[src/rtl/fetch_stage_pkg.sv]
// Shared constants and state encoding for the instruction-fetch stage.
package fetch_stage_pkg;
  localparam int PC_W_DEF = 16;
  localparam int INSTR_W  = 16;
  localparam int CNT_W    = 32;
  localparam int PC_INC   = 2;

  localparam logic [INSTR_W-1:0] NOP_INSTR = 16'h0800;
  localparam logic [15:0]        BUBBLE_PC = 16'h0000;

  typedef enum logic [2:0] {
    ST_FETCH  = 3'd0,
    ST_WAIT   = 3'd1,
    ST_DRAIN  = 3'd2,
    ST_HOLD   = 3'd3,
    ST_HALTED = 3'd4
  } fetch_state_e;
endpackage

[src/rtl/fetch_stage_hold_buf.sv]
// One-entry instruction holding register: keeps a returned instruction while the
// pipeline is stalled. Built bit-by-bit from plain D flops with load and clear.
module fetch_hold_buf
  import fetch_stage_pkg::*;
#(
  parameter int W = INSTR_W
) (
  input  logic         clk,
  input  logic         rst_ni,
  input  logic         load_i,
  input  logic         clear_i,
  input  logic [W-1:0] data_i,
  output logic [W-1:0] data_o,
  output logic         valid_o
);
  logic valid_q;

  for (genvar gi = 0; gi < W; gi++) begin : g_bit
    logic bit_q;
    always_ff @(posedge clk) begin
      if (!rst_ni || clear_i) bit_q <= 1'b0;
      else if (load_i)        bit_q <= data_i[gi];
    end
    assign data_o[gi] = bit_q;
  end

  // Clear wins over load so a redirect can never leave a stale entry marked valid.
  always_ff @(posedge clk) begin
    if (!rst_ni || clear_i) valid_q <= 1'b0;
    else if (load_i)        valid_q <= 1'b1;
  end

  assign valid_o = valid_q;
endmodule

[src/rtl/fetch_stage.sv]
// Instruction-fetch stage: PC, stalling i-memory handshake, redirects, halt and IF/ID.
// Define FETCH_PERF_CNT_EN to add the fetchCount / missCycles performance counters.
module fetch_stage
  import fetch_stage_pkg::*;
#(
  parameter int              PC_W     = PC_W_DEF,
  parameter logic [PC_W-1:0] RESET_PC = '0
) (
  input  logic               clk,
  input  logic               rst,
  input  logic               hazStall,
  input  logic               memStall,
  input  logic               doBranch,
  input  logic [PC_W-1:0]    branchTarget,
  input  logic               halt,
  output logic               imemRd,
  output logic [PC_W-1:0]    imemAddr,
  input  logic [INSTR_W-1:0] imemData,
  input  logic               imemStall,
  input  logic               imemDone,
  output logic [INSTR_W-1:0] instrOut,
  output logic [PC_W-1:0]    nextPcOut,
  output logic               fetchStall,
  output logic               err
`ifdef FETCH_PERF_CNT_EN
  ,
  output logic [CNT_W-1:0]   fetchCount,
  output logic [CNT_W-1:0]   missCycles
`endif
);
  fetch_state_e state_q, state_d;
  logic [PC_W-1:0]    pc_q, pc_d, npc_q, npc_d, pc_inc;
  logic [INSTR_W-1:0] instr_q, instr_d, del_instr, buf_data;
  logic err_q, err_d, hpend_q, hpend_d;
  logic stall, req, deliver, bubble, buf_load, buf_clear, buf_valid;

  assign stall  = hazStall | memStall;
  assign pc_inc = pc_q + PC_W'(PC_INC);
  assign req    = rst && (state_q == ST_FETCH) && !stall && !halt && !pc_q[0];

  fetch_hold_buf #(.W(INSTR_W)) u_hold_buf (
    .clk     (clk),
    .rst_ni  (rst),
    .load_i  (buf_load),
    .clear_i (buf_clear),
    .data_i  (imemData),
    .data_o  (buf_data),
    .valid_o (buf_valid)
  );

  always_comb begin
    state_d   = state_q;
    pc_d      = pc_q;
    instr_d   = instr_q;
    npc_d     = npc_q;
    err_d     = err_q;
    hpend_d   = hpend_q;
    buf_load  = 1'b0;
    buf_clear = 1'b0;
    deliver   = 1'b0;
    bubble    = 1'b0;
    del_instr = imemData;
    if (rst) begin
      unique case (state_q)
        ST_FETCH: begin
          if (doBranch) begin
            pc_d      = branchTarget;
            bubble    = 1'b1;
            buf_clear = 1'b1;
            // Only a miss issued this cycle leaves a response still to come.
            if (req && !imemDone && imemStall) state_d = ST_DRAIN;
          end else if (halt) begin
            bubble  = 1'b1;
            state_d = ST_HALTED;
          end else if (stall) begin
            // hold pc and IF/ID
          end else if (pc_q[0]) begin
            err_d   = 1'b1;
            bubble  = 1'b1;
            state_d = ST_HALTED;
          end else if (imemDone) begin
            deliver = 1'b1;
          end else begin
            bubble = 1'b1;
            if (imemStall) state_d = ST_WAIT;
          end
        end
        ST_WAIT: begin
          if (doBranch) begin
            pc_d      = branchTarget;
            bubble    = 1'b1;
            buf_clear = 1'b1;
            state_d   = imemDone ? ST_FETCH : ST_DRAIN;
          end else if (halt) begin
            bubble = 1'b1;
            if (imemDone) state_d = ST_HALTED;
            else begin
              hpend_d = 1'b1;
              state_d = ST_DRAIN;
            end
          end else if (imemDone) begin
            if (stall) begin
              buf_load = 1'b1;
              state_d  = ST_HOLD;
            end else begin
              deliver = 1'b1;
              state_d = ST_FETCH;
            end
          end else if (!stall) begin
            bubble = 1'b1;
          end
        end
        ST_HOLD: begin
          if (doBranch) begin
            pc_d      = branchTarget;
            bubble    = 1'b1;
            buf_clear = 1'b1;
            state_d   = ST_FETCH;
          end else if (halt) begin
            bubble    = 1'b1;
            buf_clear = 1'b1;
            state_d   = ST_HALTED;
          end else if (!stall) begin
            buf_clear = 1'b1;
            state_d   = ST_FETCH;
            if (buf_valid) begin
              deliver   = 1'b1;
              del_instr = buf_data;
            end
          end
        end
        ST_DRAIN: begin
          bubble = 1'b1;
          if (doBranch) pc_d = branchTarget;
          else if (halt) hpend_d = 1'b1;
          if (imemDone) state_d = (hpend_q || (halt && !doBranch)) ? ST_HALTED : ST_FETCH;
        end
        default: bubble = 1'b1;
      endcase
    end
    if (deliver) begin
      instr_d = del_instr;
      npc_d   = pc_inc;
      pc_d    = pc_inc;
    end
    if (bubble) begin
      instr_d = NOP_INSTR;
      npc_d   = PC_W'(BUBBLE_PC);
    end
  end

  always_ff @(posedge clk) begin
    if (!rst) begin
      state_q <= ST_FETCH;
      pc_q    <= RESET_PC;
      instr_q <= NOP_INSTR;
      npc_q   <= PC_W'(BUBBLE_PC);
      err_q   <= 1'b0;
      hpend_q <= 1'b0;
    end else begin
      state_q <= state_d;
      pc_q    <= pc_d;
      instr_q <= instr_d;
      npc_q   <= npc_d;
      err_q   <= err_d;
      hpend_q <= hpend_d;
    end
  end

  assign imemRd     = req;
  assign imemAddr   = pc_q;
  assign instrOut   = instr_q;
  assign nextPcOut  = npc_q;
  assign fetchStall = !deliver;
  assign err        = err_q;

`ifdef FETCH_PERF_CNT_EN
  logic [CNT_W-1:0] fetch_cnt_q, miss_cnt_q;

  always_ff @(posedge clk) begin
    if (!rst) begin
      fetch_cnt_q <= '0;
      miss_cnt_q  <= '0;
    end else begin
      if (deliver && (fetch_cnt_q != '1)) fetch_cnt_q <= fetch_cnt_q + 1'b1;
      if (((state_q == ST_WAIT) || (state_q == ST_DRAIN)) && (miss_cnt_q != '1))
        miss_cnt_q <= miss_cnt_q + 1'b1;
    end
  end

  assign fetchCount = fetch_cnt_q;
  assign missCycles = miss_cnt_q;
`endif
endmodule
[config.mk]
export PLATFORM = sky130hd
export DESIGN_NAME = fetch_stage
export DESIGN_NICKNAME = d
export VERILOG_FILES = /design/src/rtl/fetch_stage_pkg.sv /design/src/rtl/fetch_stage_hold_buf.sv /design/src/rtl/fetch_stage.sv
export SDC_FILE = /design/constraint.sdc
export NUM_CORES = 1
export LEC_CHECK = 0
export CELL_PAD_IN_SITES_DETAIL_PLACEMENT = 0
export CELL_PAD_IN_SITES_GLOBAL_PLACEMENT = 1
export CORE_MARGIN = 5
export CORE_UTILIZATION = 36
export CTS_CLUSTER_DIAMETER = 40
export DETAILED_ROUTE_END_ITERATION = 12
export MAX_ROUTING_LAYER = met4
export PLACE_DENSITY_LB_ADDON = 0.1
export SLEW_MARGIN = 20
export SYNTH_ARGS = -nofsm -noshare
export SYNTH_HDL_FRONTEND = slang
export SYNTH_HIERARCHICAL = 1
export SYNTH_SLANG_ARGS = --single-unit
[constraint.sdc]
create_clock -name clk -period 2.34 [get_ports clk]
set_clock_uncertainty 0.2 [all_clocks]
set_input_delay 0.351 -clock clk [delete_from_list [all_inputs] [get_ports clk]]
set_output_delay 0.351 -clock clk [all_outputs]
set_load 0.05 [all_outputs]
; ---- Word level (Yosys, flattened, before mapping)
; Index checks and enable logic that the tools add are counted.
[totals]
reg_bits = 70
in_bits = 40
out_inout_bits = 51
elab_cells = 143
[op_classes]
n_addsub = 1
eq_ne = 15
muxes = 71
n_bitwise = 5
reduce_logical = 28
[ops]
columns = cell, n
row1 = $mux W16, 8
row2 = $mux W3, 16
row3 = $mux W1, 40
row4 = $add A16 B2 Y16 const B, 1
row5 = $ne A2 B2 Y1 const B, 6
row6 = $ne A4 B4 Y1 const B, 3
row7 = $pmux W3 S4, 1
row8 = $ne A5 B5 Y1 const B, 2
row9 = $reduce_and A8 Y1, 1
row10 = $logic_and A1 B1 Y1, 7
row11 = $logic_not A1 Y1, 7
row12 = $eq A3 B2 Y1 const B, 2
row13 = $pmux W1 S3, 2
row14 = $reduce_and A6 Y1, 1
row15 = $reduce_bool A2 Y1, 3
row16 = $reduce_and A5 Y1, 1
row17 = $mux W2, 2
row18 = $not A1 Y1, 4
row19 = $pmux W1 S2, 2
row20 = $reduce_bool A4 Y1, 1
row21 = $reduce_or A2 Y1, 2
row22 = $reduce_or A4 Y1, 1
row23 = $eq A3 B1 Y1 const B, 1
row24 = $logic_not A3 Y1, 1
row25 = 4 further kinds, 5

; ---- Depth between registers and ports, before layout
[logic_depth]
depth_word = 10
ltp_mapped = 9
ltp_nobuf = 6

; ---- By module
; The synthesis kept the hierarchy.
[by_module_without_submodules]
columns = module, instances, cells_each, area_per_inst_um2, seq_area_each_um2
row1 = fetch_stage, 1, 341, 2778.9, 1061.0
row2 = fetch_hold_buf, 1, 72, 742.0, 340.3

; ---- Worst setup path before layout
; No wires, ideal clock.
[synth_timing]
kind = input to register
from = input rst
to = register pc_q[11] (netlist: imemAddr[11])
arrival_time_ns = 2.730
required_time_ns = 2.007
setup_slack_ns = -0.723
cell_stages = 9
path_buffers = 3
cell_sequence = buf_4 or3b_2 nor3_2 a31o_4 inv_2 buf_6 clkbuf_1 nand3_1 a31oi_1
[synth_between]
elab_chain_cells = 3
word_cells_on_any_way = 5
classes_between = 2 x mux / 3 x reduce/logical
[synth_lines]
columns = element, line
row1 = "start, declared", fetch_stage.sv:10  ; input logic rst,
row2 = $mux W1, fetch_stage.sv:63  ; if (rst) begin
row3 = $reduce_bool A2 Y1 (no source line), --
row4 = $reduce_and A2 Y1 (no source line), --
row5 = "end signal, assigned", fetch_stage.sv:162  ; pc_q <= pc_d;
row6 = "end, declared", fetch_stage.sv:32  ; logic [PC_W-1:0] pc_q, pc_d, npc_q, npc_d, pc_inc;
; Parallel ways exist; a longest one is shown, timed or not.
; A chain may end at the register's enable or synchronous reset.

; ---- Worst setup path in the final report
[layout_timing]
from = input memStall
to = output fetchStall
[layout_between]
elab_chain_cells = 8
word_cells_on_any_way = 14
classes_between = 12 x mux / 1 x bitwise / 1 x reduce/logical
[layout_lines]
columns = element, line
row1 = "start, declared", fetch_stage.sv:12  ; input logic memStall,
row2 = $or A1 B1 Y1 (*), fetch_stage.sv:37  ; assign stall = hazStall | memStall;
row3 = $mux W1, fetch_stage.sv:102  ; if (stall) begin
row4 = $mux W1, fetch_stage.sv:101  ; end else if (imemDone) begin
row5 = $mux W1, fetch_stage.sv:94  ; end else if (halt) begin
row6 = $mux W1, fetch_stage.sv:89  ; if (doBranch) begin
row7 = $pmux W1 S3 (*), fetch_stage.sv:64  ; unique case (state_q)
row8 = $mux W1 (*), fetch_stage.sv:63
row9 = $logic_not A1 Y1 (*), fetch_stage.sv:174  ; assign fetchStall = !deliver;
row10 = "end, declared", fetch_stage.sv:23  ; output logic fetchStall,
; Every way passes the cells marked *; elsewhere a longest branch is shown, timed or not.

==> results.json <==
{
  "antenna_found_initial": 0,
  "die_w_um": 109,
  "first_pass_iters": 4,
  "wl_per_cell_um": 15.3,
  "synthArstFlopShare_pct": 0,
  "internal_power_uw": 2370,
  "grt_overflow": 0,
  "layout_common_cells": "clkdlybuf4s50_1 (83), dfxtp_1 (66), nor2_1 (64)",
  "combPwrFrac_pct": 30.4,
  "maxSlewHeadroom_pct": 64.2,
  "vdd_drop_max_mv": 0.589,
  "placed_cell_area_um2": 4640,
  "vias": 3218,
  "num-fill-cells": 981,
  "synth_flop_cell": "dfxtp_1",
  "p_leak_uw": 0.00165,
  "period_needed_ns": 2.30,
  "cpPeakStageDelay_ns": 0.50,
  "end_kind": "output port",
  "drt_wl_total_mm": 9.84,
  "final_area_um2": 4950,
  "switching_share_pct": 33.9,
  "yosysTopAreaCell": "dfxtp_1",
  "cts_num_sinks": 70,
  "grt_pass1_wl_mm": 15.5,
  "dp_cells": 622,
  "syn_area_um2": 3520,
  "required_ns": 1.79,
  "gp_congestion": 0.822,
  "root_buffer": "clkbuf_8",
  "io_buffers": 90,
  "yosysTopAreaCellShare_pct": 39.8,
  "tightest_slew_ns": 0.536,
  "yosysWarnings": 6,
  "clkPwrFrac_pct": 31.8,
  "initial_utilization_pct": 36.5,
  "p_sw_uw": 1220,
  "synth_fp_nets": 454,
  "setup_viol": 0,
  "die_h_um": 109,
  "criticalPathCategory": "input port to output port",
  "synth_edf_count": 0,
  "cts_inserted_buffers": 9,
  "stdcell_count": 643,
  "drive_above_1_share_pct": 15.5,
  "io_pins": 91,
  "dieArea_um2": 11900,
  "power_frac_seq_pct": 37.8,
  "synth_cells": 413,
  "fin_crit_sh_pct": 98.5,
  "slowest_stage": "or4_4",
  "min_path_type": "register to register",
  "ys_ff_latch": 70,
  "clock_latency_ns": 0.35,
  "drc": 0,
  "grt_pass1_vias": 3087,
  "timing.hold.ws_ns": 0.254,
  "dpl_worst_slack_ns": -0.381,
  "ff_latch_area_um2": 1410,
  "p_per_area_nw_per_um2": 725,
  "status": "finished clean",
  "tritoncts": "built",
  "hold_viol_final": 0,
  "path_cells": "dlygate4sd2_1 -> or4_4 -> a211oi_2 -> a31o_4 -> clkinv_8 -> buf_12",
  "synth.area.top_cells": "dfxtp_1 (40%), mux2i_1 (9.1%), nor2_1 (6.8%)",
  "clk_path_buf_depth": 2,
  "diodes": 0,
  "cts_hold_buf": 0,
  "ys_seq_area_share_pct": 39.8,
  "drv_slew": 0,
  "htreeDepth": 3,
  "drtIter0Drc": 119,
  "synth_cell_types": 45,
  "final_antenna_net_count": 0,
  "cp.arrival_ns": 1.75,
  "finalNetCount": 546,
  "clk_pin_slew_ns": 0.07,
  "grt_max_degree": 40,
  "multiInputGateArea_um2": 1810,
  "fmax_mhz": 434,
  "routed_via_density": 5.00,
  "finalWorstSetupSlack_ns": 0.0361,
  "core-area_um2": 9640,
  "rows": 36,
  "start_kind": "input port",
  "syn_area_per_cell_um2": 8.53,
  "areaGrowthSynthToFinish_pct": 40.5,
  "drv_cap": 0,
  "final_common_cell": "clkdlybuf4s50_1",
  "crit_path_max_fanout": 5,
  "dpl.hpwl_mm": 6.98,
  "fin_tns_setup_ns": 0,
  "grt.total_usage_pct": 17.3
}
==> logic make-up after synthesis <==
logic type / count (synthesis) / share of synthesized area [%]
AO/OA/AOI/OAI: 79 / 15.8
XOR/XNOR: 12 / 2.99
adder cells (fa/ha/maj): 1 / 0.355
buffers and inverters: 56 / 9.49
flip-flops: 70 / 39.8
multiplexers: 35 / 10.1
AND/OR/NAND/NOR: 160 / 21.5
==> Yosys cell counts, drive strengths merged (2+ instances only) <==
cell / instances
clkbuf: 18
nand4: 5
nand3: 21
a31oi: 12
mux2i: 32
nand2: 31
nor2: 65
nand2b: 5
xnor2: 5
mux2: 3
a211oi: 28
o22ai: 3
buf: 32
inv: 6
a32oi: 9
or3: 13
nand4b: 2
o21bai: 2
o21ai: 7
dfxtp: 70
xor2: 7
nand3b: 2
nor3: 5
nor2b: 5
a21oi: 12
==> layout make-up <==
| class | instances | area share (%) |
|---|---|---|
| clock buffers | 10 | 2.78 |
| well taps | 133 | 3.36 |
| repair buffers | 130 | 25.9 |
| repair inverters | 1 | 0.177 |
| clock inverters | 6 | 1.87 |
| flip-flops and latches | 70 | 28.5 |
| inverters | 6 | 0.708 |
| multi-input cells | 287 | 36.7 |
==> flip-flops by register name, indices dropped and copies added (netlist names) <==
register                cells
imemAddr                   16
u_hold_buf/g_bit.bit_q     16
u_hold_buf/valid_o          1
instrOut                   16
hpend_q                     1
nextPcOut                  16
err                         1
state_q                     3
==> routing by layer <==
metal  track usage (%)  vias to the layer above  share of wire (%)
met5                 -                        -                  0
met4              4.87                        0               0.81
met3              3.67                        7                5.2
met2              29.0                       81                 50
met1              21.1                     1491                 44
li1                  -                     1639                  -
==> timing repair <==
item                                    4_1_cts  5_1_grt
resized for setup                            13        8
hold endpoints to repair                      0        0
gates cloned                                  0        1
endpoints found under the setup margin        2        1
pin swaps                                     3        5
setup buffers                                 2        2
==> per-stage QoR <==
step / util, % / total power [uW]
2_1_floorplan: - / 2030
3_3_place_gp: 48.1 / 2440
3_5_place_dp: 48.1 / 2440
4_1_cts: 50.8 / 3620
5_1_grt: 51.3 / 3780
6_report: 51.3 / 3590
==> worst max-delay path, delay by kind of cell <==
kind                   cells  cell delay [ns]
and+or+nand+nor            1             0.50
AOI/OAI and AO/OA          2             0.41
buffers and inverters      3             0.47
==> power groups by stage <==
stage / registers [uW] / logic (uW) / clock network (uW)
after detailed placement: 1380 / 1070 / 0
final: 1360 / 1090 / 1140
after CTS: 1350 / 1090 / 1180
after global placement: 1370 / 1060 / 0
after floorplan: 1500 / 530 / 0
after global routing: 1370 / 1180 / 1230
==> path summary, 6_finish.rpt <==
kind,from,to,slack (ns),depth (start not counted)
worst max-delay path,memStall,fetchStall,0.04,6
worst min-delay path,nextPcOut[0],nextPcOut[0],0.25,2
worst max register to register,imemAddr[0],imemAddr[13],0.18,7
worst min register to register,nextPcOut[0],nextPcOut[0],0.25,2
Power figures use the tool's default switching activity.
